===== src/rtl/filter_stream_engine_if.sv =====
// Signal bundle for filter_stream_engine: stimulus load, run control,
// filter-side stream and capture readback.
interface filter_stream_engine_if #(
  parameter int unsigned WORDLENGTH = 14,
  parameter int unsigned DEPTH      = 128
);
  localparam int unsigned AW = $clog2(DEPTH);

  logic                  wr_en;
  logic [AW-1:0]         wr_addr;
  logic [WORDLENGTH-1:0] wr_data;
  logic                  start;
  logic                  ctrl_in;
  logic                  filt_ctrl;
  logic [WORDLENGTH-1:0] filt_s_tdata;
  logic                  filt_s_tvalid;
  logic [WORDLENGTH-1:0] filt_m_tdata;
  logic                  rd_en;
  logic [AW-1:0]         rd_addr;
  logic [WORDLENGTH-1:0] rd_data;
  logic                  rd_valid;
  logic                  busy;
  logic                  done;

  modport slave (
    input  wr_en, wr_addr, wr_data, start, ctrl_in, filt_m_tdata, rd_en, rd_addr,
    output filt_ctrl, filt_s_tdata, filt_s_tvalid, rd_data, rd_valid, busy, done
  );

  modport master (
    output wr_en, wr_addr, wr_data, start, ctrl_in, filt_m_tdata, rd_en, rd_addr,
    input  filt_ctrl, filt_s_tdata, filt_s_tvalid, rd_data, rd_valid, busy, done
  );
endinterface


===== src/rtl/filter_stream_engine.sv =====
// Streams a stimulus memory through an external filter of fixed latency and
// captures the filter output into a readback memory, one run per start.
module filter_stream_engine #(
  parameter int unsigned WORDLENGTH        = 14,
  parameter int unsigned FRACTIONAL_LENGTH = 6,
  parameter int unsigned DEPTH             = 128,
  parameter int unsigned LATENCY           = 1
) (
  input logic                   clk,
  input logic                   srst,
  filter_stream_engine_if.slave bus
);
  localparam int unsigned AW = $clog2(DEPTH);
  localparam int unsigned RW = $clog2(DEPTH + LATENCY + 1);

  if (DEPTH < 4 || (DEPTH & (DEPTH - 1)) != 0) begin : g_bad_depth
    $error("DEPTH must be a power of 2 and at least 4");
  end
  if (LATENCY < 1 || LATENCY > 8) begin : g_bad_latency
    $error("LATENCY must be in 1..8");
  end
  if (FRACTIONAL_LENGTH >= WORDLENGTH) begin : g_bad_frac
    $error("FRACTIONAL_LENGTH must be smaller than WORDLENGTH");
  end

  typedef enum logic [1:0] {StIdle, StStream, StDrain} state_e;

  state_e                state_q;
  logic [AW-1:0]         issue_cnt_q;
  logic [AW-1:0]         cap_cnt_q;
  logic [RW-1:0]         run_cnt_q;
  logic                  busy_q;
  logic                  done_q;
  logic                  filt_ctrl_q;
  logic                  filt_s_tvalid_q;
  logic [WORDLENGTH-1:0] filt_s_tdata_q;
  logic                  rd_valid_q;
  logic [WORDLENGTH-1:0] rd_data_q;

  logic [WORDLENGTH-1:0] stim_mem [DEPTH];
  logic [WORDLENGTH-1:0] cap_mem  [DEPTH];

  logic stim_we;
  logic cap_we;

  // run_cnt_q holds (edges since start - 1); sample k returns LATENCY edges after it was issued.
  assign stim_we = (state_q == StIdle) && bus.wr_en && !srst;
  assign cap_we  = (state_q != StIdle) && (run_cnt_q >= RW'(LATENCY)) &&
                   (run_cnt_q < RW'(DEPTH + LATENCY));

  // Memories are not reset so contents survive an aborted run.
  always_ff @(posedge clk) begin
    if (stim_we) stim_mem[bus.wr_addr] <= bus.wr_data;
    if (cap_we)  cap_mem[cap_cnt_q]    <= bus.filt_m_tdata;
  end

  always_ff @(posedge clk or posedge srst) begin
    if (srst) begin
      state_q         <= StIdle;
      issue_cnt_q     <= '0;
      cap_cnt_q       <= '0;
      run_cnt_q       <= '0;
      busy_q          <= 1'b0;
      done_q          <= 1'b0;
      filt_ctrl_q     <= 1'b0;
      filt_s_tvalid_q <= 1'b0;
      filt_s_tdata_q  <= '0;
      rd_valid_q      <= 1'b0;
      rd_data_q       <= '0;
    end else begin
      done_q     <= 1'b0;
      rd_valid_q <= 1'b0;
      if (cap_we) cap_cnt_q <= cap_cnt_q + 1'b1;
      case (state_q)
        StIdle: begin
          if (bus.rd_en) begin
            rd_valid_q <= 1'b1;
            rd_data_q  <= cap_mem[bus.rd_addr];
          end
          if (bus.start) begin
            state_q     <= StStream;
            busy_q      <= 1'b1;
            filt_ctrl_q <= bus.ctrl_in;
            issue_cnt_q <= '0;
            cap_cnt_q   <= '0;
            run_cnt_q   <= '0;
          end
        end
        StStream: begin
          filt_s_tdata_q  <= stim_mem[issue_cnt_q];
          filt_s_tvalid_q <= 1'b1;
          issue_cnt_q     <= issue_cnt_q + 1'b1;
          run_cnt_q       <= run_cnt_q + 1'b1;
          if (issue_cnt_q == AW'(DEPTH - 1)) state_q <= StDrain;
        end
        StDrain: begin
          filt_s_tdata_q  <= '0;
          filt_s_tvalid_q <= 1'b0;
          run_cnt_q       <= run_cnt_q + 1'b1;
          if (run_cnt_q == RW'(DEPTH + LATENCY)) begin
            state_q   <= StIdle;
            busy_q    <= 1'b0;
            done_q    <= 1'b1;
            run_cnt_q <= '0;
          end
        end
        default: state_q <= StIdle;
      endcase
    end
  end

  assign bus.busy          = busy_q;
  assign bus.done          = done_q;
  assign bus.filt_ctrl     = filt_ctrl_q;
  assign bus.filt_s_tvalid = filt_s_tvalid_q;
  assign bus.filt_s_tdata  = filt_s_tdata_q;
  assign bus.rd_valid      = rd_valid_q;
  assign bus.rd_data       = rd_data_q;
endmodule


===== src/flat_wrapper.sv =====
// flat-port wrapper written by rule: the top's interface ports become plain ports
module filter_stream_engine_flat 
#(
  parameter int unsigned WORDLENGTH        = 14,
  parameter int unsigned FRACTIONAL_LENGTH = 6,
  parameter int unsigned DEPTH             = 128,
  parameter int unsigned LATENCY           = 1
)
  (clk, srst, bus_wr_en, bus_wr_addr, bus_wr_data, bus_start, bus_ctrl_in, bus_filt_m_tdata, bus_rd_en, bus_rd_addr, bus_filt_ctrl, bus_filt_s_tdata, bus_filt_s_tvalid, bus_rd_data, bus_rd_valid, bus_busy, bus_done);
  filter_stream_engine_if #(.WORDLENGTH(WORDLENGTH), .DEPTH(DEPTH)) bus_i ();
  input logic clk;
  input logic srst;
  input wire logic [$bits(bus_i.wr_en)-1:0] bus_wr_en;
  input wire logic [$bits(bus_i.wr_addr)-1:0] bus_wr_addr;
  input wire logic [$bits(bus_i.wr_data)-1:0] bus_wr_data;
  input wire logic [$bits(bus_i.start)-1:0] bus_start;
  input wire logic [$bits(bus_i.ctrl_in)-1:0] bus_ctrl_in;
  input wire logic [$bits(bus_i.filt_m_tdata)-1:0] bus_filt_m_tdata;
  input wire logic [$bits(bus_i.rd_en)-1:0] bus_rd_en;
  input wire logic [$bits(bus_i.rd_addr)-1:0] bus_rd_addr;
  output wire logic [$bits(bus_i.filt_ctrl)-1:0] bus_filt_ctrl;
  output wire logic [$bits(bus_i.filt_s_tdata)-1:0] bus_filt_s_tdata;
  output wire logic [$bits(bus_i.filt_s_tvalid)-1:0] bus_filt_s_tvalid;
  output wire logic [$bits(bus_i.rd_data)-1:0] bus_rd_data;
  output wire logic [$bits(bus_i.rd_valid)-1:0] bus_rd_valid;
  output wire logic [$bits(bus_i.busy)-1:0] bus_busy;
  output wire logic [$bits(bus_i.done)-1:0] bus_done;
  assign bus_i.wr_en = bus_wr_en;
  assign bus_i.wr_addr = bus_wr_addr;
  assign bus_i.wr_data = bus_wr_data;
  assign bus_i.start = bus_start;
  assign bus_i.ctrl_in = bus_ctrl_in;
  assign bus_i.filt_m_tdata = bus_filt_m_tdata;
  assign bus_i.rd_en = bus_rd_en;
  assign bus_i.rd_addr = bus_rd_addr;
  assign bus_filt_ctrl = bus_i.filt_ctrl;
  assign bus_filt_s_tdata = bus_i.filt_s_tdata;
  assign bus_filt_s_tvalid = bus_i.filt_s_tvalid;
  assign bus_rd_data = bus_i.rd_data;
  assign bus_rd_valid = bus_i.rd_valid;
  assign bus_busy = bus_i.busy;
  assign bus_done = bus_i.done;
  filter_stream_engine #(.WORDLENGTH(WORDLENGTH), .FRACTIONAL_LENGTH(FRACTIONAL_LENGTH), .DEPTH(DEPTH), .LATENCY(LATENCY)) u_core (.clk(clk), .srst(srst), .bus(bus_i));
endmodule

===== config.mk =====
export PLATFORM = sky130hd
export DESIGN_NAME = filter_stream_engine_flat
export DESIGN_NICKNAME = d
export VERILOG_FILES = /design/src/rtl/filter_stream_engine_if.sv /design/src/rtl/filter_stream_engine.sv /design/src/flat_wrapper.sv
export SDC_FILE = /design/constraint.sdc
export NUM_CORES = 2
export LEC_CHECK = 0
export ABC_AREA = 1
export CORE_MARGIN = 2
export CORE_UTILIZATION = 45
export CTS_CLUSTER_DIAMETER = 30
export DETAILED_ROUTE_END_ITERATION = 7
export PLACE_DENSITY = 0.7
export SLEW_MARGIN = 10
export SYNTH_ARGS = -nofsm -noshare
export SYNTH_HDL_FRONTEND = slang
export SYNTH_SLANG_ARGS = --single-unit

===== constraint.sdc =====
create_clock -name clk -period 3.4 [get_ports clk]
set_input_delay 0.51 -clock clk [delete_from_list [all_inputs] [get_ports clk]]
set_output_delay 0.51 -clock clk [all_outputs]
set_load 0.03 [all_outputs]

# Word level (Yosys, flattened, before mapping)
# Memory sizes are Yosys's and may differ from the RTL's. A register that Yosys moved wholly into a read port is not among the register bits.
# Cells that the tools add are included.
[totals] register_bits=43 ram_bits=3584 input_bits=48 out_inout_bits=33 word_cells=66 n_memories=2
[op_classes] add_sub_neg=3 magnitude_cmp=2 eq_ne=7 mux=25 n_reduce_logical=17
[memory_table] name="u_core.cap_mem" words=128 word_bits=14 read_ports=1 rd_clocked_by_memory_dff=1 write_ports=1 line_no="filter_stream_engine.sv:41" text="logic [WORDLENGTH-1:0] cap_mem [DEPTH];"
[memory_table] name="u_core.stim_mem" words=128 word_bits=14 read_ports=1 rd_clocked_by_memory_dff=0 write_ports=1 line_no="filter_stream_engine.sv:40" text="logic [WORDLENGTH-1:0] stim_mem [DEPTH];"
[ops] op="2-to-1 mux 7 bit" n=4
[ops] op="one-hot mux 14 bit (2 select lines)" n=1
[ops] op="one-hot mux 8 bit (3 select lines)" n=1
[ops] op="2-to-1 mux 8 bit" n=2
[ops] op="adder 7 x 1 -> 7 bit (second input constant)" n=2
[ops] op="one-hot mux 7 bit (2 select lines)" n=1
[ops] op="2-to-1 mux 1 bit" n=10
[ops] op="adder 8 x 1 -> 8 bit (second input constant)" n=1
[ops] op="== test 8 bit (second input constant)" n=1
[ops] op=">= comparator 8 x 1 -> 1 bit (second input constant)" n=1
[ops] op="< comparator 8 bit (second input constant)" n=1
[ops] op="AND reduction 2 bit" n=4
[ops] op="nonzero test 2 bit" n=4
[ops] op="== test 7 bit (second input constant)" n=1
[ops] op="2-to-1 mux 2 bit" n=3
[ops] op="one-hot mux 2 bit (3 select lines)" n=1
[ops] op="AND reduction 3 bit" n=2
[ops] op="logical AND 1 bit" n=4
[ops] op="inequality test 2 x 1 -> 1 bit (second input constant)" n=2
[ops] op="one-hot mux 1 bit (2 select lines)" n=2
[ops] op="nonzero test 3 bit" n=1
[ops] op="== test 2 x 1 -> 1 bit (second input constant)" n=1
[ops] op="== test 2 bit (second input constant)" n=1
[ops] op="logical NOT 2 bit" n=1
[ops] op="other kinds (2)" n=2

# Longest topological paths before layout
[depth] depth_word=6 ltp_mapped=18 ltp_nobuf=15

# Worst setup path after synthesis
# Ideal clock, no wire load.
[synth_timing] path_kind="reg2reg" from="reg u_core.run_cnt_q[0]" to="mem u_core.cap_mem[31][0] (enable)" setup_ns=0.403 t_arrival_ns=2.414 t_required_ns=2.997 slack_ns=0.583 stages_incl_launch_ff=9 path_buffers=0 synth_period_minus_slack_ns=2.817 path_cell_list="dfrtp_1 > inv_1 > ha_1 > nand3_1 > o21ai_0 > nand3_1 > nor2_2 > nand3_1 > nor3_1"
[synth_between] elab_chain_len=5 elab_cells_between_ends=6 classes_between="2 x order compare; 2 x mux; 2 x reduce/logical"
[synth_lines] element="start: declaration" line_no="filter_stream_engine.sv:31" text="logic [RW-1:0] run_cnt_q;"
[synth_lines] element="start signal: assignment" line_no="filter_stream_engine.sv:93" text="run_cnt_q <= run_cnt_q + 1'b1;"
[synth_lines] element="start signal: assignment" line_no="filter_stream_engine.sv:99" text="run_cnt_q <= run_cnt_q + 1'b1;"
[synth_lines] element=">= comparator 8 x 1 -> 1 bit" line_no="filter_stream_engine.sv:48" text="assign cap_we = (state_q != StIdle) && (run_cnt_q >= RW'(LATENCY)) &&"
[synth_lines] element="logical AND 1 bit" line_no="filter_stream_engine.sv:48"
[synth_lines] element="logical AND 1 bit (*)" line_no="filter_stream_engine.sv:48"
[synth_lines] element="2-to-1 mux 1 bit (*)" line_no="filter_stream_engine.sv:54" text="if (cap_we) cap_mem[cap_cnt_q] <= bus.filt_m_tdata;"
[synth_lines] element="2-to-1 mux 1 bit (not written as such) (*)" line_no="filter_stream_engine.sv:54"
[synth_lines] element="end: declaration" line_no="filter_stream_engine.sv:41"
# Every way passes the cells marked *; elsewhere a longest branch is shown, timed or not.

# Worst setup path in the final report
[layout_timing] from="reg u_core.run_cnt_q[1]" to="mem u_core.cap_mem[32][2] (enable)"
# Same word-level chain as after synthesis.

==> metrics <==
met3 Use GR 5.23%; Die Ht 577 microns; Worst path top cell family by delay simple AND/OR/NAND/NOR gates; Mapped Cells 12.4k; die span in x 577 microns; total congestion overflow 0; clock sink total 3641; Layout area overhead 20.7%; final period demand of the worst path 3.23 ns; slowest CP cell nor2_1; commonest non-fill, non-tap cell in the layout edfxtp_1; fin. max-slew vios 0; most frequent cells in the layout edfxtp_1, nand2_1, nand3_1, nor2_1, clkbuf_16; Seq/Total Area, Yosys 73.9%; Worst path max stage delay 0.91 ns; status complete, no violations; PortBufs 80; worst r2r src u_core.run_cnt_q[1]$_DFFE_PP0P_; post-DP HPWL 226000 microns; r2r worst-path depth 10; gr busiest metal met2; synth unique cells 30; CP Data Required Time 4.05 ns; Synth Warn # 0; Initial Utilization 45.2%; Core Util, Final 54.5%; Slew @ Worst Pin 1.24 ns; ratio of cells with drive above 1 in the final layout 12.6%; critical path capture point type flop; R2R Setup Slk 0.17 ns; CP Buf/Inv Count 4; Worst Setup EP u_core.cap_mem[32][2]$_DFFE_PP_; # fillers 25.7k; Crit path arrival time 3.88 ns; MaxCap Viol Count 0; num ports 81; final period utilization 94.9%; vias in the first global route 97.1k; Vias/cell 5.66; Initial DRC Count 15.1k; Core Region 327000 sq um; DR pass1 iterations 7; normalized max-slew margin 17.0%; Worst Hold Class input port to flop; critical path depth in cells 10; Max Clock Skew 0.0961 ns; Setup Crit Path Kind flop to flop; FF-to-FF End u_core.cap_mem[32][2]$_DFFE_PP_; worst-path maximum fanout 14; clock tree buffer depth 4; Worst-Skew Late Latency 1.05 ns; Worst setup SP type flop; Hold Path Stages 1; via count 101k; nets@finish 13.0k; Post-Synthesis Cell Area 148000 sq um; H-tree levels 6; DRT Wirelength 408000 microns; post-route ant nets 0; Leak 63.9 nW; die area 333000 sq um; RSZ-0062 raised after global routing false; CP startpoint u_core.run_cnt_q[1]$_DFFE_PP0P_; net count after synthesis 12.5k; wire length of the first global-routing pass 608000 microns; Syn Area/Cell 11.9 sq um; final setup TNS 0 ns; CTS buffer count 632; final setup vio count 0; clock slew at reported path FFs 0.05 ns; DRC 0; # rows 210; area occupied by multi-input gates 33800 sq um; initial antenna violation count 9; root buf cell clkbuf_16; GPL Wtd Cong 0.885; Yosys reg bits 3641; met1 usage 32.9%; Pwr per Cell Area 758 nW/um^2; Fin. Hold Viols 0; WL per Instance 22.8 microns; CTS tree yes; setup bufs post-CTS 0; Max Clk Rate 310 MHz; crit path cell chain inv_1, ha_1, nand3_1, o21ai_0, nand3_1, buf_4, inv_1, nand4_1, buf_4, nor2_1; GRT met2 Usage 37.3%; Storage cell area 109000 sq um; largest net degree at the start of global routing 172; maximum vdd drop 0.000660 V; Tot GR Track Use 24.0%
[through the flow]
| step | cells | hold WS [ns] | cell area (sq um) | total power [mW] | setup WS, ns |
|---|---|---|---|---|---|
| finish | 17868 | 0.0588 | 178000 | 135 | 0.173 |
| global route | 17862 | 0.0595 | 178000 | 139 | 0.0434 |
| CTS | 17860 | 0.0214 | 178000 | 135 | 0.0608 |
| detailed placement | 16685 | 0.486 | 156000 | 70.5 | 0.0485 |
| global placement | 16685 | 0.473 | 156000 | 70.3 | 0.0747 |
| floorplan | 12437 | 0.478 | 148000 | 63.5 | 0.583 |
[cells in the mapped netlist, drive strengths merged]
cell / number / area, sq um
nand2: 3181 / 11900
a21oi: 88 / 440
o211a: 1 / 10.0
a31oi: 7 / 43.8
nand4: 6 / 37.5
o211ai: 85 / 638
nand3: 2181 / 10900
o21ai: 751 / 3760
or2: 13 / 81.3
xor2: 2 / 17.5
clkbuf: 250 / 938
inv: 171 / 642
a221oi: 1 / 15.0
clkinv: 7 / 26.3
edfxtp: 3584 / 108000
ha: 8 / 100
o22ai: 39 / 244
nor3b: 2 / 15.0
a311oi: 1 / 8.76
nor2: 1443 / 5420
buf: 538 / 3160
nor3: 21 / 105
dfrtp: 57 / 1430
[metal layers]
layer | vias to the layer above | part of all wire (%)
met4 | 4 | 3.7
met5 | - | 0.0052
met1 | 49232 | 39
met3 | 905 | 11
li1 | 45126 | -
met2 | 5785 | 46
[where the power goes]
| group | total (mW) | internal (mW) | switching, mW |
|---|---|---|---|
| Combinational | 19.7 | 5.72 | 14.0 |
| Sequential | 50.5 | 49.9 | 0.640 |
| Clock | 64.8 | 42.1 | 22.7 |
| Total | 135 | 97.7 | 37.3 |
[cell type report]
type                    count  share of cell area (%)
repair buffers            700                    3.92
flip-flops and latches   3641                    61.2
clock inverters           450                    3.20
inverters                 178                   0.402
well taps                4346                    3.05
multi-input cells        7830                    19.0
diodes                      8                  0.0112
clock buffers             715                    9.19
[flip-flops by register name (all words and copies together), names as in the netlist, 2 cells and up]
register	flops
u_core.cap_mem	1792
u_core.stim_mem	1792
u_core.bus.filt_s_tdata	14
u_core.bus.rd_data	14
u_core.run_cnt_q	8
u_core.cap_cnt_q	7
u_core.issue_cnt_q	7
u_core.state_q	2
[worst register-to-register path, cell delays in order (launching register included)]
cell and delay (ns):
dfrtp_1 0.41, inv_1 0.12, ha_1 0.19, nand3_1 0.08, o21ai_0 0.15, nand3_1 0.27
buf_4 0.27, inv_1 0.08, nand4_1 0.16, buf_4 0.26, nor2_1 0.92
[worst min path at each step]
stage | startpoint | endpoint
2_1_floorplan | u_core.state_q[1]$_DFFE_PP0P_ | u_core.state_q[1]$_DFFE_PP0P_
6_report | bus_wr_data[6] | u_core.stim_mem[111][6]$_DFFE_PP_
5_1_grt | bus_wr_data[6] | u_core.stim_mem[109][6]$_DFFE_PP_
3_5_place_dp | u_core.bus.filt_s_tvalid$_DFFE_PP0P_ | u_core.bus.filt_s_tvalid$_DFFE_PP0P_
4_1_cts | bus_wr_data[6] | u_core.stim_mem[111][6]$_DFFE_PP_
3_3_place_gp | u_core.bus.filt_s_tvalid$_DFFE_PP0P_ | u_core.bus.filt_s_tvalid$_DFFE_PP0P_
[cells by family after synthesis]
| family | synth area share, % |
|---|---|
| xor gates and xnor gates | 0.0119 |
| DFF | 73.9 |
| adders and majority gates | 0.0678 |
| and+or+nand+nor | 19.3 |
| AOI/OAI and AO/OA | 3.49 |
| buffers and inverters | 3.23 |
[timing repair]
item / CTS / global route
hold buffers: 10 / 0
endpoints found under the hold margin: 204 / 0
setup endpoints to repair: 0 / 3
resized for setup: 0 / 1
(Power assumes the default switching activity.)
